**src/rtl/prog_throttle.sv**
```systemverilog
// Two-button programmable rate generator: synchronised, debounced, auto-repeating
// level select driving a 50%-duty divided clock and a rising-edge tick enable.
module prog_throttle #(
  parameter int NUM_LEVELS    = 6,
  parameter int BASE_HALF     = 25000000,
  parameter int DB_LEN        = 65536,
  parameter int REPEAT_DELAY  = 25000000,
  parameter int REPEAT_PERIOD = 12500000,
  localparam int LEVEL_W = ($clog2(NUM_LEVELS) < 1) ? 1 : $clog2(NUM_LEVELS)
) (
  input  logic               CLK_50,
  input  logic               reset,
  input  logic               pb_freq_up,
  input  logic               pb_freq_dn,
  output logic               slow_clk,
  output logic               tick,
  output logic [LEVEL_W-1:0] freq_num,
  output logic               at_min,
  output logic               at_max,
  output logic               level_chg
);
  localparam int CNT_W    = ($clog2(BASE_HALF) < 1) ? 1 : $clog2(BASE_HALF);
  localparam int DB_W     = ($clog2(DB_LEN) < 1) ? 1 : $clog2(DB_LEN);
  localparam int HOLD_MAX = (REPEAT_DELAY > REPEAT_PERIOD) ? REPEAT_DELAY : REPEAT_PERIOD;
  localparam int HOLD_W   = $clog2(HOLD_MAX + 1);

  // Half-period minus one per level; unused padding entries alias level 0.
  logic [CNT_W-1:0] half_m1 [2**LEVEL_W];
  for (genvar g = 0; g < 2**LEVEL_W; g++) begin : g_half
    localparam int HIDX = (g < NUM_LEVELS) ? g : 0;
    assign half_m1[g] = CNT_W'(BASE_HALF / (HIDX + 1) - 1);
  end

  // Bit 0 is the up button, bit 1 the down button throughout.
  logic [1:0]        sync1, sync2, db_state, db_prev;
  logic [1:0]        press, rep_evt, rep_mode, active;
  logic [DB_W-1:0]   db_cnt   [2];
  logic [HOLD_W-1:0] hold_cnt [2];
  logic              up_evt, dn_evt;
  logic [CNT_W-1:0]  count;

  assign press  = db_state & ~db_prev;
  assign active = db_state & ~{db_state[0], db_state[1]};

  always_comb begin
    rep_evt = '0;
    for (int i = 0; i < 2; i++) begin
      if (rep_mode[i]) rep_evt[i] = active[i] & (hold_cnt[i] == HOLD_W'(REPEAT_PERIOD));
      else             rep_evt[i] = active[i] & (hold_cnt[i] == HOLD_W'(REPEAT_DELAY));
    end
  end

  always_ff @(posedge CLK_50 or posedge reset) begin
    if (reset) begin
      sync1    <= '0;
      sync2    <= '0;
      db_state <= '0;
      db_prev  <= '0;
      rep_mode <= '0;
      for (int i = 0; i < 2; i++) begin
        db_cnt[i]   <= '0;
        hold_cnt[i] <= '0;
      end
    end else begin
      sync1   <= {pb_freq_dn, pb_freq_up};
      sync2   <= sync1;
      db_prev <= db_state;
      for (int i = 0; i < 2; i++) begin
        if (sync2[i] == db_state[i]) begin
          db_cnt[i] <= '0;
        end else if (db_cnt[i] == DB_W'(DB_LEN - 1)) begin
          db_cnt[i]   <= '0;
          db_state[i] <= ~db_state[i];
        end else begin
          db_cnt[i] <= db_cnt[i] + DB_W'(1);
        end
        // After the first repeat the timer reloads to 1 and waits for REPEAT_PERIOD.
        if (!active[i]) begin
          hold_cnt[i] <= '0;
          rep_mode[i] <= 1'b0;
        end else if (rep_evt[i]) begin
          hold_cnt[i] <= HOLD_W'(1);
          rep_mode[i] <= 1'b1;
        end else begin
          hold_cnt[i] <= hold_cnt[i] + HOLD_W'(1);
        end
      end
    end
  end

  assign up_evt = press[0] | rep_evt[0];
  assign dn_evt = press[1] | rep_evt[1];
  assign at_min = (freq_num == '0);
  assign at_max = (freq_num == LEVEL_W'(NUM_LEVELS - 1));

  always_ff @(posedge CLK_50 or posedge reset) begin
    if (reset) begin
      freq_num  <= '0;
      level_chg <= 1'b0;
    end else begin
      level_chg <= 1'b0;
      if (up_evt && !dn_evt && !at_max) begin
        freq_num  <= freq_num + LEVEL_W'(1);
        level_chg <= 1'b1;
      end else if (dn_evt && !up_evt && !at_min) begin
        freq_num  <= freq_num - LEVEL_W'(1);
        level_chg <= 1'b1;
      end
    end
  end

  // '>=' lets a shorter half-period take effect on the next edge without
  // clearing the count on a level change.
  always_ff @(posedge CLK_50 or posedge reset) begin
    if (reset) begin
      count    <= '0;
      slow_clk <= 1'b0;
      tick     <= 1'b0;
    end else if (count >= half_m1[freq_num]) begin
      count    <= '0;
      slow_clk <= ~slow_clk;
      tick     <= ~slow_clk;
    end else begin
      count <= count + CNT_W'(1);
      tick  <= 1'b0;
    end
  end
endmodule

```
**config.mk**
```make
export PLATFORM = sky130hd
export DESIGN_NAME = prog_throttle
export DESIGN_NICKNAME = d
export VERILOG_FILES = /design/src/rtl/prog_throttle.sv
export SDC_FILE = /design/constraint.sdc
export NUM_CORES = 1
export LEC_CHECK = 0
export ABC_AREA = 1
export CORE_MARGIN = 2
export CORE_UTILIZATION = 39
export CTS_CLUSTER_DIAMETER = 200
export DETAILED_ROUTE_END_ITERATION = 6
export PLACE_DENSITY = 0.52
export SETUP_SLACK_MARGIN = 0.15
export SYNTH_ARGS = -nofsm -noshare
export SYNTH_HDL_FRONTEND = slang
export SYNTH_SLANG_ARGS = --single-unit
```
**constraint.sdc**
```tcl
create_clock -name CLK_50 -period 6.1 [get_ports CLK_50]
set_input_delay 1.83 -clock CLK_50 [delete_from_list [all_inputs] [get_ports CLK_50]]
set_output_delay 1.83 -clock CLK_50 [all_outputs]
set_load 0.05 [all_outputs]
```
# Yosys cells after proc, flatten, opt, wreduce, memory -nomap -nowiden
# Memories as Yosys holds them, arrays and structs flattened.
# Cells that the tools add are included.
# op_classes
bitwise	16
reduce_logical	12
n_addsub	7
muxes	22
n_lt_le_gt_ge	2
n_eq_ne	11
# op_table
op	n
25-bit 2-to-1 mux	7
25-bit by 1-bit adder with 25-bit output, second input constant	3
16-bit 2-to-1 mux	4
25-bit by 24-bit == test with 1-bit output, second input constant	2
25-bit == test, second input constant	2
16-bit by 1-bit adder with 16-bit output, second input constant	2
16-bit == test, second input constant	2
25-bit >= comparator	1
1-bit 2-to-1 mux	9
3-bit 2-to-1 mux	2
1-bit inverter	5
1-bit bitwise AND	4
2-bit bitwise AND	2
4-bit >= comparator, second input constant	1
1-bit logical AND	4
1-bit zero test	4
2-bit != test, second input constant	2
2-bit inverter	2
3-bit inverter with 4-bit output	1
2-bit AND reduction	2
3-bit by 1-bit adder with 3-bit output, second input constant	1
3-bit == test, second input constant	1
3-bit zero test	1
3-bit by 1-bit subtractor with 3-bit output, second input constant	1
3 further kinds	5
# totals
in_bits	4
output_inout_bits	8
mem_count	1
rom_bits	200
register_bits	123
word_cells	87
# memory_table
memory	depth	width	rd	rd_ports_with_merged_regs	write_ports	line_no	rtl
(no name shown)	8	25	1	0	0	119	end else if (count >= half_m1[freq_num]) begin

# Logic depth before layout (Yosys ltp)
# logic_depth
word_depth	10
ltp_mapped	19
ltp_nobuf	19

# Least setup slack after synthesis
# OpenSTA, ideal clock, no wires.
# synth_timing
path_type	flip-flop to output port
startpoint	register freq_num[0]
endpoint	output port at_min
path_buffers	0
stages_incl_launch_ff	5
setup_slack_ns	2.772
t_arrival_ns	1.498
t_required_ns	4.270
path_cell_list	dfrtp_1 > inv_1 > ha_1 > nand2_1 > inv_1
# synth_via
elab_chain_len	1
# synth_rtl
item	line_no	rtl
start, declared	17	output logic [LEVEL_W-1:0] freq_num,
start signal, assigned	103	freq_num <= freq_num + LEVEL_W'(1);
start signal, assigned	106	freq_num <= freq_num - LEVEL_W'(1);
3-bit zero test	93	assign at_min = (freq_num == '0);
end, declared	18	output logic at_min,
# No other way between the ends.

# Worst setup path after layout
# layout_timing
startpoint	register freq_num[1]
endpoint	output port at_max
# layout_via
elab_chain_len	1
# layout_rtl
item	line_no	rtl
3-bit == test	94	assign at_max = (freq_num == LEVEL_W'(NUM_LEVELS - 1));
end, declared	19	output logic at_max,
# No other way between the ends.

==> out/qor.yml <==
status: "finished, final reports clean"
drive_gt1_frac: 0.109
avgViaCountPerCell: 4.82
p_per_area_nw_per_um2: 229
maxSlewViolCount: 0
cts_tree: "yes"
dieArea_um2: 19500
p_leak_nw: 3.61
die_x_um: 140
antenna_found_initial: 0
core_area_um2: 18000
synth_seq_cells: 123
critical_path_required_ps: 4270
synth_largest_area_cell: "dfrtp_1"
ioPinCount: 12
cts-resized-gates: 0
fmax_mhz: 235
grt_pass1_wl_mm: 26.1
grt_pass1_vias: 5541
ff2ff_setup_slack_ps: 3010
dp_hpwl_mm: 10.7
synthCells: 866
syn_area_per_cell_um2: 8.28
h-tree-depth: 4
setup_viol: 0
min_from: "sync1[1]"
drc: 0
nets: 930
hold_violations: 0
setup_ws_ps: 1840
slew_headroom: 0.407
timing.rr.start: "freq_num[0]"
syn-cell-area_um2: 7170
cts_hold_buf: 0
ant_nets: 0
yosysUniqueCellTypes: 45
synth_edf_count: 0
tightestPinTransition_ps: 882
netlist_top_cells_area: "dfrtp_1 (43%), nand2_1 (7.6%), nor2_1 (7.6%), ha_1 (5.8%), inv_1 (5.6%)"
cp_data_arrival_time_ps: 2430
clkSinkCount: 123
cap_violations: 0
ys_warn_count: 0
fin_crit_sh: 0.698
async_flop_share: 1.00
cp-start-kind: "flip-flop"
rsz0062_at_grt: "no"
first_iter_violations: 279
area_growth_pct: 13.5
initial_core_util: 0.398
clk_path_buf_depth: 2
clockRootBuffer: "clkbuf_16"
insertion_delay_ps: 420
cts_made_buffers: 17
crit_type: "flip-flop to output port"
firstDrtPassIters: 5
syn_nets: 904
ys.flop_type: "dfrtp_1"
path_max_fanout: 8
grt.total_usage: 0.167
die-height_um: 140
peakVddDrop_mv: 0.193
portBuffers: 11
fp-row-count: 49
clkTransAtPathRegs_ps: 60
detail_route.wirelength_mm: 14.9
setup_tns_ps: 0
synth_top_area_share: 0.429
routed-via-count: 5468
hp-class: "flip-flop to flip-flop"
cts_setup_buffers: 0
cp-startpoint: "freq_num[1]"
wl_per_cell_um: 13.1
gp_routability_congestion: 0.829
grt-ovfl-total: 0
num_antenna_cells: 0
end_kind: "output port"
fin_worst_skew_ps: 5.98
grt_max_degree: 99
fin_crit_ps: 4260
ys_seq_area_frac: 0.429
place_ws_ps: 2280
final_cell_mix: "nor2_1 (146), nand2_1 (146), dfrtp_1 (123)"
area by class of cell:
class	count	area, µm²
flip-flops and latches	123	3080
repair buffers	12	118
fillers	1851	9890
clock inverters	12	139
inverters	112	425
well taps	229	287
multi-input cells	626	3630
clock buffers	20	457
registers in the layout (all words and copies together), names as in the netlist, 2 cells and up:
register	count
hold_cnt	50
sync2	2
count	25
freq_num	3
db_cnt	32
rep_mode	2
sync1	2
db_prev	2
db_state	2
report_power, final:
group	internal, mW	switching (mW)
logic	0.00587	0.0228
registers	0.821	0.00268
clock network	0.625	0.390
cells in the mapped netlist (2+ instances only):
cell	number
dfrtp_1	123
a21oi_1	32
nor2_4	9
nor4_4	2
nor2_2	12
inv_2	6
nand2_1	146
ha_1	33
and3_1	2
nor3_2	5
buf_2	2
nand3_1	48
nor3_1	18
nor4_1	11
nand3_2	8
nor2_1	146
o21ai_0	17
nand4_2	2
xnor2_1	19
nor3_4	2
inv_1	106
buf_6	2
o21a_1	5
nand2_2	11
o21ai_1	3
nor3b_1	11
xor2_1	39
nand4_1	24
nand2_4	3
a31oi_1	4
metal layers:
layer	GRT usage	share of wire	up-vias
met2	0.260	0.45	70
met5	0	0	-
met3	0.0440	0.038	15
li1	-	-	2851
met1	0.224	0.50	2532
met4	0.0600	0.014	0
per-stage QoR:
| step | total power, mW | hold WS [ps] | util | cell area [µm²] | cells |
|---|---|---|---|---|---|
| finish | 1.87 | 357 | 0.451 | 8140 | 1134 |
| detailed placement | 0.869 | 347 | 0.418 | 7540 | 1102 |
| CTS | 1.90 | 361 | 0.451 | 8140 | 1134 |
| floorplan | 0.858 | 331 | - | 7170 | 866 |
| global route | 1.94 | 371 | 0.451 | 8140 | 1134 |
| global placement | 0.869 | 344 | 0.418 | 7540 | 1102 |
final timing paths:
check | to | cells after the start
worst max-delay path | at_max | 5
max in group asynchronous | count[13] | 3
min in group asynchronous | hold_cnt[4] | 2
worst min-delay path | sync2[1] | 0
worst min register to register | sync2[1] | 0
worst max register to register | slow_clk | 19
kinds of logic after synthesis:
| kind of cell | after synthesis | synth area share |
|---|---|---|
| xor+xnor | 58 | 0.0709 |
| simple gates | 464 | 0.320 |
| flops | 123 | 0.429 |
| compound gates | 69 | 0.0538 |
| buf+inv | 117 | 0.0637 |
| fa+ha+maj | 34 | 0.0604 |
| mux | 1 | 0.00157 |
worst max-delay path: stages (launching register included):
cell and delay (ps):
dfrtp_1 460, inv_1 180, ha_1 230, nand2_2 150, inv_2 160, clkdlybuf4s50_1 820
(Power assumes the default switching activity.)
